## src/rtl/eth_pkg.sv

```systemverilog
// Shared types and constants for the Ethernet RMII transmit path.
// The state enum and line constants are reused by the RX/MDIO schedulers.
package eth_pkg;

    typedef enum logic [1:0] {
        IDLE     = 2'd0,
        PREAMBLE = 2'd1,
        DATA     = 2'd2,
        IFG      = 2'd3
    } tx_state_t;

    localparam logic [1:0] PREAMBLE_DIBIT     = 2'b01;
    localparam logic [1:0] SFD_DIBIT          = 2'b11;
    localparam int         PRE_DIBITS_DEFAULT = 32;
    localparam int         IFG_CYCLES_DEFAULT = 48;

    function automatic int max2(input int a, input int b);
        return (a > b) ? a : b;
    endfunction

endpackage

```

## src/rtl/rr_arbiter.sv

```systemverilog
// Combinational round-robin pick: the first requester strictly after ptr_i
// (modulo N) wins; ptr_i itself has the lowest priority.
module rr_arbiter #(
    parameter int N  = 2,
    parameter int PW = $clog2(N)
) (
    input  logic [N-1:0]  req_i,
    input  logic [PW-1:0] ptr_i,
    output logic          any_o,
    output logic [PW-1:0] idx_o,
    output logic [N-1:0]  gnt_o
);

    int best_off;

    always_comb begin
        any_o    = 1'b0;
        idx_o    = ptr_i;
        gnt_o    = '0;
        best_off = N;
        // Offset 0 is the slot right after the pointer, i.e. the highest priority.
        for (int j = 0; j < N; j++) begin
            if (req_i[j] && (((j - int'(ptr_i) - 1 + 2 * N) % N) < best_off)) begin
                best_off = (j - int'(ptr_i) - 1 + 2 * N) % N;
                any_o    = 1'b1;
                idx_o    = PW'(j);
                gnt_o    = '0;
                gnt_o[j] = 1'b1;
            end
        end
    end

endmodule

```

## src/rtl/eth_tx_arbiter.sv

```systemverilog
// Frame-level round-robin sharing of one RMII TX path: preamble/SFD insertion,
// one-cycle dibit forwarding from the granted source, and inter-frame gap.
//
// state    | meaning
// ---------+---------------------------------------------------------------
// IDLE     | sample requests, pick next owner after rr_ptr
// PREAMBLE | emit PRE_DIBITS-1 preamble dibits then the SFD dibit
// DATA     | forward the owner's dibits; stop on last or abort on underrun
// IFG      | grant released, line quiet for IFG_CYCLES cycles
module eth_tx_arbiter
    import eth_pkg::*;
#(
    parameter int NUM_REQ    = 2,
    parameter int IFG_CYCLES = IFG_CYCLES_DEFAULT,
    parameter int PRE_DIBITS = PRE_DIBITS_DEFAULT
) (
    input  logic                 clk,
    input  logic                 rstn,
    input  logic [NUM_REQ-1:0]   req_valid,
    input  logic [2*NUM_REQ-1:0] req_data,
    input  logic [NUM_REQ-1:0]   req_last,
    output logic [NUM_REQ-1:0]   req_ready,
    output logic [NUM_REQ-1:0]   grant,
    output logic                 eth_txen,
    output logic [1:0]           eth_txd,
    output logic                 underrun
);

    localparam int              PW       = $clog2(NUM_REQ);
    localparam int              CW       = $clog2(max2(PRE_DIBITS, IFG_CYCLES) + 1);
    localparam logic [CW-1:0]   PRE_LAST = CW'(PRE_DIBITS - 1);
    localparam logic [CW-1:0]   IFG_LAST = CW'(IFG_CYCLES - 1);
    localparam logic [PW-1:0]   PTR_RST  = PW'(NUM_REQ - 1);

    tx_state_t            state_q;
    logic [CW-1:0]        cnt_q;
    logic [PW-1:0]        rr_ptr_q;
    logic [NUM_REQ-1:0]   grant_q;
    logic                 txen_q;
    logic [1:0]           txd_q;
    logic                 underrun_q;

    logic                 arb_any;
    logic [PW-1:0]        arb_idx;
    logic [NUM_REQ-1:0]   arb_gnt;

    logic                 own_valid;
    logic                 own_last;
    logic [1:0]           own_data;

    rr_arbiter #(
        .N  (NUM_REQ),
        .PW (PW)
    ) u_rr_arbiter (
        .req_i (req_valid),
        .ptr_i (rr_ptr_q),
        .any_o (arb_any),
        .idx_o (arb_idx),
        .gnt_o (arb_gnt)
    );

    // rr_ptr_q holds the owner's index for the whole frame.
    assign own_valid = req_valid[rr_ptr_q];
    assign own_last  = req_last[rr_ptr_q];
    assign own_data  = req_data[{rr_ptr_q, 1'b0} +: 2];

    assign req_ready = (state_q == DATA) ? grant_q : '0;
    assign grant     = grant_q;
    assign eth_txen  = txen_q;
    assign eth_txd   = txd_q;
    assign underrun  = underrun_q;

    always_ff @(posedge clk or negedge rstn) begin
        if (!rstn) begin
            state_q    <= IDLE;
            cnt_q      <= '0;
            rr_ptr_q   <= PTR_RST;
            grant_q    <= '0;
            txen_q     <= 1'b0;
            txd_q      <= '0;
            underrun_q <= 1'b0;
        end else begin
            underrun_q <= 1'b0;
            case (state_q)
                IDLE: begin
                    txen_q <= 1'b0;
                    txd_q  <= '0;
                    cnt_q  <= '0;
                    if (arb_any) begin
                        grant_q  <= arb_gnt;
                        rr_ptr_q <= arb_idx;
                        state_q  <= PREAMBLE;
                    end
                end
                PREAMBLE: begin
                    txen_q <= 1'b1;
                    if (cnt_q == PRE_LAST) begin
                        txd_q   <= SFD_DIBIT;
                        cnt_q   <= '0;
                        state_q <= DATA;
                    end else begin
                        txd_q <= PREAMBLE_DIBIT;
                        cnt_q <= cnt_q + CW'(1);
                    end
                end
                DATA: begin
                    if (own_valid) begin
                        txen_q <= 1'b1;
                        txd_q  <= own_data;
                        if (own_last) begin
                            grant_q <= '0;
                            state_q <= IFG;
                        end
                    end else begin
                        // Owner starved the line: abort, the rest of its frame is dropped.
                        txen_q     <= 1'b0;
                        txd_q      <= '0;
                        underrun_q <= 1'b1;
                        grant_q    <= '0;
                        state_q    <= IFG;
                    end
                end
                IFG: begin
                    txen_q <= 1'b0;
                    txd_q  <= '0;
                    if (cnt_q == IFG_LAST) begin
                        cnt_q   <= '0;
                        state_q <= IDLE;
                    end else begin
                        cnt_q <= cnt_q + CW'(1);
                    end
                end
                default: begin
                    state_q <= IDLE;
                    grant_q <= '0;
                    txen_q  <= 1'b0;
                    txd_q   <= '0;
                end
            endcase
        end
    end

endmodule
```

## config.mk

```make
export PLATFORM = sky130hd
export DESIGN_NAME = eth_tx_arbiter
export DESIGN_NICKNAME = d
export VERILOG_FILES = /design/src/rtl/eth_pkg.sv /design/src/rtl/rr_arbiter.sv /design/src/rtl/eth_tx_arbiter.sv
export SDC_FILE = /design/constraint.sdc
export NUM_CORES = 1
export LEC_CHECK = 0
export CORE_UTILIZATION = 36
export CTS_CLUSTER_SIZE = 40
export DETAILED_ROUTE_END_ITERATION = 12
export PLACE_DENSITY = 0.72
export RECOVER_POWER = 50
export SETUP_SLACK_MARGIN = 0.3
export SLEW_MARGIN = 20
export SYNTH_ARGS = -nofsm -noshare
export SYNTH_HDL_FRONTEND = slang
export SYNTH_HIERARCHICAL = 1
export SYNTH_SLANG_ARGS = --single-unit
```

## constraint.sdc

```tcl
create_clock -name clk -period 1.64 [get_ports clk]
set_input_delay 0.41 -clock clk [delete_from_list [all_inputs] [get_ports clk]]
set_output_delay 0.41 -clock clk [all_outputs]
set_load 0.005 [all_outputs]
```

; ---- Yosys cells after proc, flatten, opt, wreduce, memory -nomap -nowiden
; Cells that the tools add are included.
[word_totals]
register_bits = 15
inputBits = 10
[classes]
n_addsub = 7
magnitude_cmp = 3
n_eq_ne = 9
shift = 1
muxes = 32
bitwise = 2
n_reduce_logical = 10
[op_table]
columns = cell, n
row1 = $add 32x4->32 const B, 2
row2 = $lt 2x32->1, 1
row3 = $mux 32, 1
row4 = $sub 32x2->32 const B, 1
row5 = $mux 2, 12
row6 = $pmux 6 s3, 1
row7 = $mux 1, 12
row8 = $mux 6, 2
row9 = $pmux 2 s4, 1
row10 = $add 6x1->6 const B, 1
row11 = $eq 6x5->1 const B, 1
row12 = $eq 6x6->1 const B, 1
row13 = $ne 2x2->1 const B, 3
row14 = $pmux 2 s3, 1
row15 = $reduce_and 3->1, 2
row16 = $eq 2x2->1 const B, 2
row17 = $pmux 2 s2, 1
row18 = $reduce_and 4->1, 1
row19 = $reduce_bool 2->1, 2
row20 = $shiftx 4x3->2, 1
row21 = $sub 1x1->2 const A, 2
row22 = $lt 2x3->1 const B, 1
row23 = $ne 3x3->1 const B, 1
row24 = $pmux 1 s3, 1
row25 = other kinds (8), 10

; ---- Logic depth before layout (Yosys ltp)
; Gate-level depths: netlist of run 1.
[depth]
ltp_word = 12
mapped_depth = 6
mapped_depth_nobuf = 6

; ---- Modules after synthesis
; The synthesis of run 1 kept the hierarchy.
[by_module_without_submodules]
columns = mod, n_inst, cells_each, area_per_inst_um2
row1 = eth_tx_arbiter, 1, 91, 895.9
row2 = rr_arbiter, 1, 6, 35.0

; ---- Worst setup path before layout of run 1
; Ideal clock, no wire load.
[synth_timing]
path_kind = register to register
startpoint = register state_q[0]
endpoint = register state_q[1]
setup_ns = 0.125
arrival_time_ns = 1.675
setup_slack_ns = -0.160
path_stages_with_launch = 7
n_path_buf = 0
synth_period_minus_slack_ns = 1.800
cell_sequence = dfrtp_1 -> inv_1 -> ha_1 -> and4b_4 -> a311oi_4 -> nand3_2 -> mux2_4
[synth_via]
elab_chain_len = 3
[synth_rtl]
columns = element, line_no
row1 = start: declaration, eth_tx_arbiter.sv:35  ; tx_state_t state_q;
row2 = start signal: assignment, eth_tx_arbiter.sv:75  ; state_q <= IDLE;
row3 = start signal: assignment, eth_tx_arbiter.sv:92  ; state_q <= PREAMBLE;
row4 = start signal: assignment, eth_tx_arbiter.sv:100  ; state_q <= DATA;
row5 = "$eq 2x2->1, or another cell as far along", eth_tx_arbiter.sv:84  ; case (state_q)
row6 = $ne 3x3->1 (no line) or $ne 2x2->1 (tied branches), -
row7 = $reduce_and 4->1 (no line), -
; Parallel ways exist; a longest one is shown, timed or not.
; A chain may end at the register's enable or synchronous reset.

; ---- Worst setup path in the final report of run 1
[layout_timing]
startpoint = register state_q[1]
endpoint = register state_q[1]
; Same word-level chain as after synthesis.

==> load_flow_metrics.sql, run 1 <==
INSERT INTO impl_metrics (metric_group, metric, value, unit) VALUES
('drt', 'wl_per_cell', '14.6', 'um'),
('clocking', 'clock_insertion_delay_worst_skew', '0.30', 'ns'),
('logic_synthesis', 'ys_seq_elements', '15', ''),
('critical_path', 'worst_path_largest_cell_delay', '0.43', 'ns'),
('final_layout', 'final_core_util', '66.8', '%'),
('die', 'row_count', '18', ''),
('logic_synthesis', 'syn-mean-instance-area', '9.60', 'sq um'),
('die', 'die_w', '52.9', 'um'),
('global_route', 'grt_pass1_vias', '966', ''),
('die', 'floorplan.die_area', '0.00279', 'sq mm'),
('place', 'hpwlAfterDp', '1630', 'um'),
('logic_synthesis', 'ys_types', '35', ''),
('clocking', 'cts_tree', 'done', ''),
('logic_synthesis', 'number_of_instances_in_the_synthesized_netlist', '97', ''),
('place', 'pre_cts_slack', '-0.406', 'ns'),
('sta', 'worst-slew-pin-transition', '0.429', 'ns'),
('sta', 'fmaxAchievable', '0.568', 'GHz'),
('critical_path', 'crit_slowest_cell', 'sky130_fd_sc_hd__dfrtp_1', ''),
('clocking', 'clockRootBuffer', 'sky130_fd_sc_hd__clkbuf_4', ''),
('logic_synthesis', 'synth_top_family_by_area', 'simple AND/OR/NAND/NOR gates', ''),
('clocking', 'worst_setup_hold_path_clk_slew', '0.10', 'ns'),
('logic_synthesis', 'number_of_enable_flip_flop_cells_after_synthesis', '0', ''),
('final_layout', 'multiInputGateArea', '678', 'sq um'),
('logic_synthesis', 'ys_warn_count', '6', ''),
('job', 'total_of_max_cap_violations', '0', ''),
('critical_path', 'r2r_slack', '-0.12', 'ns'),
('critical_path', 'startpoint_type', 'flop', ''),
('clocking', 'h-tree-depth', '1', ''),
('status', 'failed_checks', 'setup timing', ''),
('sta', 'report.final.setup_viol', '7', ''),
('critical_path', 'critical_path.max_fanout', '3', ''),
('power_and_ir_drop', 'worst_ir_drop_vdd', '1.08', 'mV'),
('status', 'outcome', 'finished, violations left', ''),
('sta', 'timing_max_transition_violations_final', '0', ''),
('final_layout', 'most_used_cells_in_the_layout_excluding_fill_and_tap_cells', 'sky130_fd_sc_hd__buf_4, sky130_fd_sc_hd__dfrtp_1, sky130_fd_sc_hd__buf_6', ''),
('sta', 'skew', '0.00187', 'ns'),
('clocking', 'cts_made_buffers', '3', ''),
('power_and_ir_drop', 'fin_total_pwr', '2990', 'uW'),
('logic_synthesis', 'synthFlopType', 'sky130_fd_sc_hd__dfrtp_1', ''),
('critical_path', 'critPathCaptureType', 'flop', ''),
('sta', 'crit_path_time_final', '1.76', 'ns'),
('logic_synthesis', 'synth-compound-area-share', '17.9', '%'),
('die', 'chipHeight', '52.9', 'um'),
('global_route', 'gr-usage-all-layers', '22.2', '%'),
('final_layout', 'num_antenna_cells', '0', ''),
('sta', 'timing.final.crit_share', '107', '%'),
('critical_path', 'cp_cell_sequence', 'ha_4 -> buf_6 -> and4b_4 -> a311oi_4 -> nand3_2 -> mux2_4', ''),
('power_and_ir_drop', 'cellLeakagePower', '0.000735', 'uW'),
('hold_path', 'hold_path_class', 'input port to async pin', ''),
('clocking', 'tritoncts_num_sinks', '15', ''),
('global_route', 'initial_antenna_violation_count', '0', ''),
('global_route', 'grt_overflow_total', '0', ''),
('sta', 'grt_setup_unrepaired', 'true', ''),
('final_layout', 'final_net_count', '171', ''),
('logic_synthesis', 'synth-simple-area-share', '19.1', '%'),
('global_route', 'grt_first_pass_wirelength', '4280', 'um'),
('final_layout', 'register_area', '377', 'sq um'),
('sta', 'maxSlewHeadroom', '71.3', '%'),
('logic_synthesis', 'synth_xor_area_share', '0.941', '%'),
('logic_synthesis', 'post_synthesis_net_count', '114', ''),
('drt', 'num_vias', '919', ''),
('critical_path', 'crit_arrival', '1.96', 'ns'),
('logic_synthesis', 'async_reset_ff_share', '100', '%'),
('final_layout', 'fill_cells', '184', ''),
('drt', 'detail_route.vias_per_cell', '5.02', ''),
('final_layout', 'leading_cell_type_in_the_layout_fill_and_taps_excluded', 'sky130_fd_sc_hd__buf_4', ''),
('sta', 'post-route-worst-setup-slack', '-0.121', 'ns'),
('logic_synthesis', 'synth.area.mux_share', '7.26', '%'),
('drt', 'postRouteWirelength', '2670', 'um'),
('place', 'io_buffer_count', '17', ''),
('final_layout', 'area_growth_syn_to_layout', '76.1', '%');
[path summary, 6_finish.rpt]
| kind | from | to | cells after the start |
|---|---|---|---|
| min reg2reg | cnt_q[1] | cnt_q[1] | 2 |
| min | rstn | cnt_q[1] | 1 |
| min in group clk | cnt_q[1] | cnt_q[1] | 2 |
| max in group asynchronous | rstn | grant[1] | 2 |
| max reg2reg | state_q[1] | state_q[1] | 6 |
| max | state_q[1] | state_q[1] | 6 |
[layout make-up]
class / instances / area share (%)
timing repair buffer: 54 / 29.3
tap: 30 / 2.29
sequential: 15 / 23.0
inverter: 10 / 2.44
multi-input combinational: 70 / 41.4
clock buffer: 4 / 1.60
[flip-flops by register name, summed over array words and instances (netlist names)]
register	flops
eth_txd	2
underrun	1
grant	2
state_q	2
eth_txen	1
rr_ptr_q	1
cnt_q	6
[repair_timing]
action,CTS,global route
endpoints found under the setup margin,21,20
pin swaps,19,10
resized for setup,48,20
setup buffers,13,8
cloned,0,0
[layer usage]
metal / vias to the layer above / track usage (%) / share of wire, %
met5: - / 0 / 0
met4: 0 / 14.9 / 3.2
met3: 6 / 4.02 / 2.8
met2: 20 / 40.7 / 55
met1: 445 / 22.4 / 38
li1: 448 / - / -
[cells by family (layout without fill, tap and decap cells)]
logic type	after synthesis	after routing
XOR/XNOR	1	1
AND/OR/NAND/NOR	34	34
flip-flops	15	15
multiplexers	6	6
buffers and inverters	12	68
AO/OA/AOI/OAI	22	22
adder cells (fa/ha/maj)	7	7
[per-stage QoR]
step / cells / instance area, sq um / TNS [ns] / hold WS, ns
finish: 183 / 1640 / -0.299 / 0.466
global route: 183 / 1640 / -0.705 / 0.506
CTS: 175 / 1540 / -0.245 / 0.418
detailed placement: 158 / 1290 / -1.66 / 0.499
global placement: 158 / 1290 / -1.34 / 0.497
floorplan: 97 / 986 / -0.0744 / 0.114
[report_power, final]
part           internal [uW]  leakage, uW  switching (uW)
clock network           95.1    0.0000150             142
logic                   1270     0.000527             901
registers                508     0.000193            78.0
[synthesized netlist by cell type (all sizes together), types with 2 or more instances]
library cell	instances	share of area (%)
mux2i	3	3.2
nand3	3	2.2
a21oi	2	1.1
nor2	12	4.8
nand2b	2	1.3
or2	2	1.3
o22ai	3	2.0
a31oi	2	1.3
ha	7	9.4
o31ai	2	2.2
clkbuf	2	0.94
dfrtp	14	38
nand2	8	3.2
o21ai	7	4.2
inv	10	4.0
and2	2	1.3
mux2	3	4.0
o41ai	2	1.9
(Power assumes the default switching activity.)
==> inputs of run 2 (changes only) <==
--- a/config.mk
+++ b/config.mk
@@ -10,6 +10,7 @@
 export DETAILED_ROUTE_END_ITERATION = 12
 export PLACE_DENSITY = 0.72
 export RECOVER_POWER = 50
+export REMOVE_ABC_BUFFERS = 1
 export SETUP_SLACK_MARGIN = 0.3
 export SLEW_MARGIN = 20
 export SYNTH_ARGS = -nofsm -noshare
==> run 2 against run 1 <==
Effect of this change: total power down 7.7%; worst hold slack better by 0.097 ns; utilization decreased by 2.7 points; final area is 4.0% lower; non-clock buffer count is 11 lower; clock-buffer cell count decreased by 1; global-route usage fell by 2.4 points; fmax grew 1.1%; combinational power is 11% lower; the run still ends with setup timing left.
==> load_flow_metrics.sql, run 2 (same netlist as run 1, synthesis figures left out) <==
INSERT INTO impl_metrics (metric_group, metric, value, unit) VALUES
('clocking', 'clockRootBuffer', 'sky130_fd_sc_hd__clkbuf_4', ''),
('final_layout', 'most_used_cells_in_the_layout_excluding_fill_and_tap_cells', 'sky130_fd_sc_hd__buf_4, sky130_fd_sc_hd__dfrtp_1, sky130_fd_sc_hd__nor2_1', ''),
('critical_path', 'critPathKind', 'flop to flop', ''),
('critical_path', 'critical_path.max_fanout', '3', ''),
('final_layout', 'final_core_util', '64.1', '%'),
('sta', 'fmaxAchievable', '0.574', 'GHz'),
('sta', 'report.final.hold_viol_count', '0', ''),
('drt', 'firstDrtPassIters', '4', ''),
('drt', 'wl_per_cell', '15.3', 'um'),
('clocking', 'cts_tree', 'done', ''),
('critical_path', 'startpoint_type', 'flop', ''),
('sta', 'timing_max_transition_violations_final', '0', ''),
('drt', 'postRouteWirelength', '2630', 'um'),
('final_layout', 'multiInputGateArea', '708', 'sq um'),
('global_route', 'initial_antenna_violation_count', '0', ''),
('clocking', 'max-clock-path-buffers', '2', ''),
('drt', 'drc', '0', ''),
('sta', 'crit_path_time_final', '1.74', 'ns'),
('clocking', 'clock_insertion_delay_worst_skew', '0.29', 'ns'),
('die', 'ioPinCount', '18', ''),
('die', 'core_area', '0.00245', 'sq mm'),
('final_layout', 'area_growth_syn_to_layout', '69.0', '%'),
('status', 'failed_checks', 'setup timing', ''),
('sta', 'post-route-worst-setup-slack', '-0.101', 'ns'),
('global_route', 'gr-usage-all-layers', '19.8', '%'),
('place', 'detailed_place.area', '0.00126', 'sq mm'),
('clocking', 'worst_setup_hold_path_clk_slew', '0.10', 'ns'),
('final_layout', 'register_area', '378', 'sq um'),
('drt', 'route.antenna.remaining_nets', '0', ''),
('final_layout', 'fill_cells', '206', ''),
('sta', 'worst-slew-pin-transition', '0.858', 'ns'),
('final_layout', 'final_net_count', '160', ''),
('critical_path', 'worstPathRequired', '1.82', 'ns'),
('critical_path', 'crit_arrival', '1.92', 'ns'),
('final_layout', 'final_layout_size_suffix_gt1_share', '50.0', '%'),
('drt', 'detail_route.iter0.violations', '9', ''),
('sta', 'skew', '0.00257', 'ns'),
('place', 'placedCellCount', '160', ''),
('global_route', 'grt_first_pass_wirelength', '3880', 'um'),
('final_layout', 'post-route-cell-area', '0.00157', 'sq mm'),
('die', 'initial_core_util', '37.9', '%'),
('die', 'row_count', '18', ''),
('power_and_ir_drop', 'cellLeakagePower', '0.000692', 'uW'),
('critical_path', 'critPathCaptureType', 'flop', ''),
('die', 'chipHeight', '52.9', 'um'),
('final_layout', 'layout.cells.non_filler', '172', ''),
('global_route', 'grt_pass1_vias', '869', ''),
('die', 'floorplan.die_area', '0.00279', 'sq mm'),
('final_layout', 'regMostFlops', 'cnt_q', ''),
('sta', 'report.final.setup_viol', '5', ''),
('power_and_ir_drop', 'worst_ir_drop_vdd', '1.06', 'mV'),
('place', 'gp_congestion', '0.735', ''),
('drt', 'detail_route.vias_per_cell', '5.11', ''),
('clocking', 'h-tree-depth', '1', ''),
('sta', 'maxSlewHeadroom', '42.8', '%'),
('status', 'outcome', 'finished, violations left', ''),
('power_and_ir_drop', 'power.density_cell_area', '1750', 'mW/mm^2'),
('die', 'die_w', '52.9', 'um'),
('drt', 'num_vias', '879', ''),
('place', 'io_buffer_count', '17', ''),
('place', 'hpwlAfterDp', '1700', 'um'),
('final_layout', 'largest_register_ffs', '6', ''),
('sta', 'timing.final.crit_share', '106', '%'),
('critical_path', 'r2r_slack', '-0.10', 'ns'),
('job', 'total_of_max_cap_violations', '0', ''),
('final_layout', 'num_antenna_cells', '0', ''),
('clocking', 'cts_made_buffers', '3', ''),
('global_route', 'grt_overflow_total', '0', ''),
('final_layout', 'leading_cell_type_in_the_layout_fill_and_taps_excluded', 'sky130_fd_sc_hd__buf_4', ''),
('global_route', 'largest_net_degree_at_the_start_of_global_routing', '16', ''),
('clocking', 'tritoncts_num_sinks', '15', ''),
('hold_path', 'hold_path_class', 'flop to flop', ''),
('sta', 'grt_setup_unrepaired', 'true', ''),
('sta', 'hold_ws', '0.564', 'ns');
==> run 2: cell types whose count changed in the layout (fill, tap and decap cells not counted), sizes merged <==
cell           delta
clkbuf            -2
dlymetal6s2s      +1
dlygate4sd2       -1
buf              -11
clkinv            +1
clkdlybuf4s15     +1
==> run 2: path summary, 6_finish.rpt <==
| check | startpoint | end | cells past startpoint |
|---|---|---|---|
| max | state_q[1] | state_q[1] | 6 |
| min | cnt_q[1] | cnt_q[1] | 2 |
| max reg2reg | state_q[1] | state_q[1] | 6 |
| min reg2reg | cnt_q[1] | cnt_q[1] | 2 |
| max in group asynchronous | rstn | state_q[1] | 2 |
| min in group asynchronous | rstn | eth_txd[1] | 2 |
==> run 2: cell type report <==
type | count | share of cell area, %
clock buffer | 3 | 1.43
clock inverter | 1 | 0.318
inverter | 10 | 2.39
multi-input combinational | 70 | 45.0
sequential | 15 | 24.0
tap | 30 | 2.39
timing repair buffer | 43 | 24.4
==> run 2: worst max-delay path, cell delays in order (launching register included) <==
cell and delay (ns):
sky130_fd_sc_hd__dfrtp_2 0.46, sky130_fd_sc_hd__ha_4 0.18, sky130_fd_sc_hd__buf_6 0.11, sky130_fd_sc_hd__and4b_4 0.20
sky130_fd_sc_hd__a311oi_4 0.24, sky130_fd_sc_hd__nand3_2 0.13, sky130_fd_sc_hd__mux2_4 0.31
==> run 2: per-stage QoR <==
step / total power (uW) / setup WS [ns] / TNS [ns]
finish: 2760 / -0.101 / -0.256
global route: 2930 / -0.144 / -0.609
CTS: 2460 / -0.0916 / -0.200
floorplan: 1280 / -0.160 / -0.160
global placement: 1860 / -0.359 / -1.43
detailed placement: 1920 / -0.401 / -1.68
==> run 2: timing repair <==
action                                  CTS  global route
setup buffers                             3             5
resized for setup                        54            22
hold buffers                              0             0
endpoints found under the setup margin   22            17
pin swaps                                 6            14
==> run 2: power by group <==
group          leakage, uW  internal (uW)  total (uW)  switching [uW]
logic             0.000482           1060        1930             872
clock network    0.0000177           90.7         220             129
registers         0.000192            511         610            98.8
total             0.000692           1660        2760            1100
==> run 2: metal layers <==
metal	routed length, um	vias up	GRT usage, %
li1	-	425	-
met1	1060	422	21.9
met2	1430	27	36.3
met3	90	5	3.74
met4	51	0	8.33
met5	0	-	0
==> inputs of run 3 (changes only) <==
--- a/config.mk
+++ b/config.mk
@@ -12,7 +12,7 @@
 export RECOVER_POWER = 50
 export REMOVE_ABC_BUFFERS = 1
 export SETUP_SLACK_MARGIN = 0.3
-export SLEW_MARGIN = 20
+export SLEW_MARGIN = 30
 export SYNTH_ARGS = -nofsm -noshare
 export SYNTH_HDL_FRONTEND = slang
 export SYNTH_HIERARCHICAL = 1
==> results of run 3 <==
The final DEF is identical to that of run 2; final timing and power are the same.
